[src/rtl/j1_boot_loader.sv]
// j1_boot_loader: holds the J1 in reset, loads a checksummed program image
// from a byte stream into program RAM, then releases the CPU.
module j1_boot_loader #(
   parameter int          ADDR_W  = 13,
   parameter logic [23:0] TIMEOUT = 24'd5_000_000
) (
   input  logic              sys_clk_i,
   input  logic              sys_rst_n_i,
   input  logic [7:0]        rx_data,
   input  logic              rx_valid,
   output logic              rx_ready,
   input  logic              reload,
   output logic [ADDR_W-1:0] mem_addr,
   output logic [15:0]       mem_din,
   output logic              mem_we,
   output logic              cpu_rst,
   output logic              busy,
   output logic              err
);

   typedef enum logic [2:0] {CNT_LO, CNT_HI, DAT_LO, DAT_HI, CSUM, RUN} state_t;

   localparam logic [16:0] MAX_WORDS = 17'(1) << ADDR_W;

   state_t            state_q, state_d;
   logic [23:0]       tmo_q, tmo_d;
   logic              tmo_en_q, tmo_en_d;
   logic [15:0]       cnt_q, cnt_d;
   logic [ADDR_W:0]   idx_q, idx_d;
   logic [7:0]        lo_q, lo_d;
   logic [7:0]        xor_q, xor_d;
   logic [ADDR_W-1:0] mem_addr_q, mem_addr_d;
   logic [15:0]       mem_din_q, mem_din_d;
   logic              mem_we_q, mem_we_d;
   logic              cpu_rst_q, cpu_rst_d;
   logic              busy_q, busy_d;
   logic              rx_ready_q, rx_ready_d;
   logic              err_q, err_d;

   logic              hs;
   logic              tmo_hit;
   logic [15:0]       cnt_w;
   logic [ADDR_W:0]   idx_nxt;

   assign hs      = rx_valid && rx_ready_q;
   assign tmo_hit = tmo_en_q && (TIMEOUT != 24'd0) && (tmo_q == TIMEOUT - 24'd1);
   assign cnt_w   = {rx_data, cnt_q[7:0]};
   assign idx_nxt = idx_q + 1'b1;

   // State register
   always_ff @(posedge sys_clk_i or negedge sys_rst_n_i) begin
      if (!sys_rst_n_i) state_q <= CNT_LO;
      else              state_q <= state_d;
   end

   // Next-state: every transition needs a handshake except timeout and reload
   always_comb begin
      state_d = state_q;
      case (state_q)
         CNT_LO: begin
            if (hs)           state_d = CNT_HI;
            else if (tmo_hit) state_d = RUN;
         end
         CNT_HI: if (hs) begin
            if ({1'b0, cnt_w} > MAX_WORDS) state_d = CNT_LO;
            else if (cnt_w == 16'd0)       state_d = CSUM;
            else                           state_d = DAT_LO;
         end
         DAT_LO: if (hs) state_d = DAT_HI;
         DAT_HI: if (hs) begin
            if (17'(idx_nxt) == {1'b0, cnt_q}) state_d = CSUM;
            else                                state_d = DAT_LO;
         end
         CSUM:   if (hs) state_d = ((xor_q ^ rx_data) == 8'h00) ? RUN : CNT_LO;
         RUN:    if (reload) state_d = CNT_LO;
         default: state_d = CNT_LO;
      endcase
   end

   // Outputs and datapath next values; control outputs follow the next state
   always_comb begin
      tmo_d      = tmo_q;
      tmo_en_d   = tmo_en_q;
      cnt_d      = cnt_q;
      idx_d      = idx_q;
      lo_d       = lo_q;
      xor_d      = xor_q;
      mem_addr_d = mem_addr_q;
      mem_din_d  = mem_din_q;
      mem_we_d   = 1'b0;
      err_d      = err_q;
      cpu_rst_d  = (state_d != RUN);
      busy_d     = (state_d != RUN);
      rx_ready_d = (state_d != RUN);
      case (state_q)
         CNT_LO: begin
            if (hs) begin
               // Loading the first byte directly clears the running XOR
               cnt_d[7:0] = rx_data;
               xor_d      = rx_data;
               tmo_en_d   = 1'b0;
            end else if (tmo_en_q && (TIMEOUT != 24'd0) && !tmo_hit) begin
               tmo_d = tmo_q + 24'd1;
            end
         end
         CNT_HI: if (hs) begin
            cnt_d[15:8] = rx_data;
            xor_d       = xor_q ^ rx_data;
            idx_d       = '0;
            if ({1'b0, cnt_w} > MAX_WORDS) err_d = 1'b1;
         end
         DAT_LO: if (hs) begin
            lo_d  = rx_data;
            xor_d = xor_q ^ rx_data;
         end
         DAT_HI: if (hs) begin
            mem_we_d   = 1'b1;
            mem_addr_d = idx_q[ADDR_W-1:0];
            mem_din_d  = {rx_data, lo_q};
            idx_d      = idx_nxt;
            xor_d      = xor_q ^ rx_data;
         end
         CSUM: if (hs) err_d = ((xor_q ^ rx_data) != 8'h00);
         RUN: if (reload) begin
            tmo_d    = 24'd0;
            tmo_en_d = 1'b1;
         end
         default: ;
      endcase
   end

   // Datapath and registered outputs
   always_ff @(posedge sys_clk_i or negedge sys_rst_n_i) begin
      if (!sys_rst_n_i) begin
         tmo_q      <= 24'd0;
         tmo_en_q   <= 1'b1;
         cnt_q      <= 16'd0;
         idx_q      <= '0;
         lo_q       <= 8'd0;
         xor_q      <= 8'd0;
         mem_addr_q <= '0;
         mem_din_q  <= 16'd0;
         mem_we_q   <= 1'b0;
         cpu_rst_q  <= 1'b1;
         busy_q     <= 1'b1;
         rx_ready_q <= 1'b1;
         err_q      <= 1'b0;
      end else begin
         tmo_q      <= tmo_d;
         tmo_en_q   <= tmo_en_d;
         cnt_q      <= cnt_d;
         idx_q      <= idx_d;
         lo_q       <= lo_d;
         xor_q      <= xor_d;
         mem_addr_q <= mem_addr_d;
         mem_din_q  <= mem_din_d;
         mem_we_q   <= mem_we_d;
         cpu_rst_q  <= cpu_rst_d;
         busy_q     <= busy_d;
         rx_ready_q <= rx_ready_d;
         err_q      <= err_d;
      end
   end

   assign rx_ready = rx_ready_q;
   assign mem_addr = mem_addr_q;
   assign mem_din  = mem_din_q;
   assign mem_we   = mem_we_q;
   assign cpu_rst  = cpu_rst_q;
   assign busy     = busy_q;
   assign err      = err_q;

endmodule

[config.mk]
export PLATFORM = sky130hd
export DESIGN_NAME = j1_boot_loader
export DESIGN_NICKNAME = d
export VERILOG_FILES = /design/src/rtl/j1_boot_loader.sv
export SDC_FILE = /design/constraint.sdc
export NUM_CORES = 1
export LEC_CHECK = 0
export ABC_AREA = 1
export CELL_PAD_IN_SITES_DETAIL_PLACEMENT = 1
export CELL_PAD_IN_SITES_GLOBAL_PLACEMENT = 1
export CORE_UTILIZATION = 39
export CTS_CLUSTER_SIZE = 8
export DETAILED_ROUTE_END_ITERATION = 8
export GPL_TIMING_DRIVEN = 0
export PLACE_DENSITY_LB_ADDON = 0.1
export SLEW_MARGIN = 15
export SYNTH_ARGS = -nofsm -noshare
export SYNTH_HDL_FRONTEND = slang
export SYNTH_SLANG_ARGS = --single-unit
[constraint.sdc]
create_clock -name sys_clk_i -period 1.9 [get_ports sys_clk_i]
set_clock_uncertainty 0.2 [all_clocks]
set_input_delay 0.19 -clock sys_clk_i [delete_from_list [all_inputs] [get_ports sys_clk_i]]
set_output_delay 0.19 -clock sys_clk_i [all_outputs]
set_load 0.01 [all_outputs]
* After elaboration in Yosys (flattened, before gate mapping)
Cells that the tools add are included.
Widths: inputs -> output; s select.
** Operators by class
- Reductions and logical operators :: 22
- Add/sub/neg operators :: 2
- Magnitude comparators :: 1
- Div/mod/pow operators :: 0
- $mul :: 0
- Bitwise operators :: 1
- Equal/unequal tests :: 17
- Mux-type cells :: 31
- Shift-type cells :: 0
** Operator list (number)
- $mux 24 :: 3
- $pmux 24 s2 :: 1
- $mux 3 :: 11
- $mux 14 :: 2
- $pmux 14 s2 :: 1
- $add 24x1->24 const B :: 1
- $eq 24x23->1 const B :: 1
- $pmux 3 s6 :: 1
- $eq 14x16->1 :: 1
- $gt 16x14->1 const B :: 1
- $logic_not 16->1 :: 1
- $mux 8 :: 2
- $ne 2x2->1 const B :: 8
- $pmux 8 s2 :: 1
- $add 14x1->14 const B :: 1
- $reduce_and 3->1 :: 3
- $logic_not 8->1 :: 1
- $reduce_and 2->1 :: 4
- $reduce_and 4->1 :: 2
- $reduce_bool 2->1 :: 4
- $reduce_bool 8->1 :: 1
- $xor 8x8->8 :: 1
- $mux 1 :: 7
- $eq 3x2->1 const B :: 2
- 9 further kinds :: 13
** Word-level totals
- Word-level logic and storage cells :: 87
- Memory bits (read-only) :: 0
- Latch bits :: 0
- Bits in registers :: 106
- Memories kept :: 0
- Output and inout port bits :: 34
- Bits in writable memories :: 0

* Longest topological paths before layout
- Word-level depth :: 7
- Gate-level depth with buffers :: 14
- Mapped depth without buffers :: 14

* Worst setup path after synthesis
OpenSTA, ideal clock, no wires.
- Path kind :: register to register
- Start :: register tmo_q[0]
- End :: register tmo_q[10]
- Setup time :: 0.117 ns
- Period minus slack after synthesis :: 2.058 ns
- Path slack :: -0.158 ns
- Stages on the path, launching flop included :: 14
- Arrival time :: 1.742 ns
- Cells stage by stage :: dfrtp_1 -> ha_1 -> nand2_2 -> nor2_4 -> inv_4 -> nor2_8 -> nand4_2 -> nor2b_2 -> nor2_1 -> o21ai_4 -> inv_4 -> buf_6 -> nand2_1 -> nand2_1
** On the way
- Word-level cells in the longest chain between the ends :: 6
- Elaborated cells between the ends (all ways) :: 10
** RTL lines
- start: declaration :: line 26 : logic [23:0] tmo_q, tmo_d;
- start signal: assignment :: line 149 : tmo_q <= tmo_d;
- parallel branches: the longest is 6 deep, another holds $add 24x1->24
Several ways; the timed one is not identified. The select of a mux whose other input is x is not followed.
A chain may end at the register's enable or synchronous reset.

* Worst setup path after layout
- Start :: register tmo_q[16]
- End :: register tmo_q[13]
** On the way
- Word-level cells in the longest chain between the ends :: 6
** RTL lines
- $eq 24x23->1 :: line 46 : assign tmo_hit = tmo_en_q && (TIMEOUT != 24'd0) && (tmo_q == TIMEOUT - 24'd1);
- $logic_and 1x1->1 :: line 46
- $logic_not 1->1 :: line 102 : end else if (tmo_en_q && (TIMEOUT != 24'd0) && !tmo_hit) begin
- $logic_and 1x1->1 :: line 102
- $ne 2x2->1 (no source line)
- $reduce_and 4->1 (no source line)
Every way passes these cells.

==> summary.md <==
| Metric | Value |
|---|---|
| Final Hold Viols | 0 |
| Synth area leader | dfrtp_1 |
| Die extent in y | 121.5 microns |
| DRC viols | 0 |
| Synth Cell Area | 5572 sq um |
| Slew Limit Fails | 0 |
| Final Util | 53.32% |
| Clk buf depth | 2 |
| Post-synth top flop | dfrtp_1 |
| Top cells by area, synth | dfrtp_1, nand2_1, nor2_1 |
| Status | finished, violations left |
| Post-synth EDFFs | 0 |
| Final instance count without filler cells | 1,013 |
| GRT Overall Usage | 25.55% |
| DRT iter0 DRCs | 211 |
| Final setup viols | 27 |
| Max FO, Critical Path | 5 |
| Top-count cell post-synth | nand2_1 |
| Placed cells | 961 |
| CTS Sinks | 106 |
| Clock slew at reported path FFs | 0.07 ns |
| I/O pin cnt | 46 |
| DR vias | 5,195 |
| Unrepaired setup endpoints after global routing | true |
| TritonCTS clock tree | done |
| Htree depth | 3 |
| Yosys warning count | 0 |
| Placer's final routability congestion estimate | 0.8768 |
| Power density over the cells | 1114 nW/um^2 |
| Slew HR | 65.74% |
| Crit Path Class | reg2reg |
| Tcrit/Tclk final | 117.6% |
| Vias/cell | 5.128 |
| Number of buffers added on ports | 45 |
| Fmax | 447.5 MHz |
| Synth Register Bits | 106 |
| PnR worst setup slack | -0.3347 ns |
| Post-synthesis async set-or-reset flop share | 100.0% |
| Max-cap violations | 0 |
| Top cell type's share of synthesized area | 46.71% |
| First-pass GRT wire length | 28.56 mm |
| 1st-pass router iterations | 4 |
| Rows | 43 |
| Syn_nets | 749 |
| Antenna violations before repair | 0 |
| Min Tclk post-route | 2.235 ns |
| Die X-Extent | 121.5 microns |
| Yosys cell types | 37 |
| Global route total overflow | 0 |
| Post-synthesis sequential area ratio | 47.65% |
| Ant diodes | 0 |
| Layout cells sized above 1 | 22.09% |
| Critical Path AT | 2.29 ns |
| Area grow syn2layout | 33.35% |
| Synth top cells by count | nand2_1, dfrtp_1, nor2_1, inv_1, o21ai_0 |
| Min-Delay Path Class | in2reg |
| Total clock buffers created by CTS | 9 |
| Leak pwr | 3.525 nW |
| Gate Count Post-Synth | 735 |
| Worst slew pin tran | 0.5139 ns |
| Core ar. | 13,930 sq um |
| Failing checks | setup timing |
| Clock Latency Late Sink | 0.37 ns |
| Largest net degree at the start of global routing | 55 |
| Worst-case vdd ir drop | 551.9 uV |
| Routed WL | 17.70 mm |
| Worst Setup End Kind | flop |
| Full die area | 14,770 sq um |
| WL/cell | 17.47 microns |
| Antenna-violating nets left | 0 |
| Setup crit start kind | flop |
| CTS root buffer | clkbuf_16 |
| Vias in the first global route | 5,496 |
| Final #Nets | 842 |
| Starting density of the core | 39.98% |
| DP HPWL | 12.29 mm |
| Syn avg cell area | 7.580 sq um |
| WP data required | 1.96 ns |
[state kept, by name (all words and copies together), names as in the netlist]
| signal | cells |
|---|---|
| tmo_en_q | 1 |
| state_q | 3 |
| rx_ready | 1 |
| err | 1 |
| idx_q | 14 |
| mem_din | 16 |
| lo_q | 8 |
| tmo_q | 24 |
| xor_q | 8 |
| cnt_q | 16 |
| mem_we | 1 |
| mem_addr | 13 |
[path summary, 6_finish.rpt]
path                                              from                  endpoint  slack, ns  cells past startpoint
worst min-delay path                        rx_data[2]     cnt_q[10]$_DFFE_PN0P_       0.08                      3
worst max register to register   tmo_q[16]$_DFFE_PN0P_     tmo_q[13]$_DFFE_PN0P_      -0.33                     11
worst max-delay path             tmo_q[16]$_DFFE_PN0P_     tmo_q[13]$_DFFE_PN0P_      -0.33                     11
min in group asynchronous                  sys_rst_n_i  mem_addr[11]$_DFFE_PN0P_       0.13                      2
worst min register to register  mem_din[5]$_DFFE_PN0P_    mem_din[5]$_DFFE_PN0P_       0.28                      2
max in group asynchronous                  sys_rst_n_i        rx_ready$_DFF_PN1_       0.65                      3
[worst max-delay path, cell delays in order (launching register included)]
cell and delay, ns:
dfrtp_2 0.45, nor2_2 0.13, nand3_2 0.10, nor4_4 0.29, nor2b_4 0.25, nor2_4 0.05
o21ai_4 0.18, buf_6 0.14, clkinv_8 0.07, buf_12 0.15, nand2_2 0.05, nand2_1 0.05
[metal layers]
metal  vias to the layer above  wire length, microns  GRT usage [%]  part of all wire, %
met4                         0                   505          11.42                  2.9
met3                        36                   525          3.430                  3.0
met5                         -                     0              0                    0
met1                      2542                  7469          31.02                   42
met2                        87                  9197          44.92                   52
li1                       2530                     -              -                    -
[where the power goes]
part	internal [W]	total [W]	switching [W]	leakage, nW
Sequential	0.00292	0.00335	0.000430	1.38
Combinational	0.00137	0.00310	0.00173	2.01
Clock	0.000905	0.00183	0.000923	0.134
[through the flow]
stage	cell area [sq um]	setup slack [ns]	hold WS, ns	TNS, ns	power, W
finish	7430	-0.3347	0.07830	-7.724	0.008274
global route	7430	-0.4092	0.1176	-10.19	0.008856
CTS	7015	-0.2653	0.1557	-6.519	0.008064
detailed placement	6291	-0.6101	-0.02482	-45.14	0.005944
global placement	6262	-4.211	0.2580	-441.29	0.005790
floorplan	5587	-0.1303	-0.3056	-1.975	0.004764
[timing repair]
item	4_1_cts	5_1_grt
setup buffers	20	14
endpoints found under the setup margin	105	95
cloned	3	1
pin swaps	10	28
endpoints found under the hold margin	52	0
hold buffers	1	0
resized for setup	88	95
[cell families (layout without fill, tap and decap cells)]
family	Yosys count	in the layout	synth area share [%]
flip-flops	106	106	47.65
AO/OA/AOI/OAI	76	76	7.456
XOR/XNOR	34	34	5.345
AND/OR/NAND/NOR	428	428	32.27
adder cells (fa/ha/maj)	2	2	0.4491
buffers and inverters	89	187	6.827
[placed cells by master (no fill, tap or decap), types with 11 or more instances in the layout]
cell type          n
xor2_1            23
clkdlybuf4s50_1   39
nand3_1           30
nand2_2           30
buf_4             32
dfrtp_1           97
nand2_1          226
o22ai_1           13
nor2_4            11
inv_2             11
xnor2_1           11
inv_1             52
nand4_1           19
o21ai_0           45
nor2_1            62
[area by class of cell]
type                       count  area, sq um
fill                        1674         6505
sequential                   106         2664
multi-input combinational    540         2939
tap                          180        225.2
clock buffer                  10        229.0
buffer                        17        162.7
inverter                      69        291.5
timing repair buffer          85        870.8
clock inverter                 6        47.55
(Power assumes the default switching activity.)
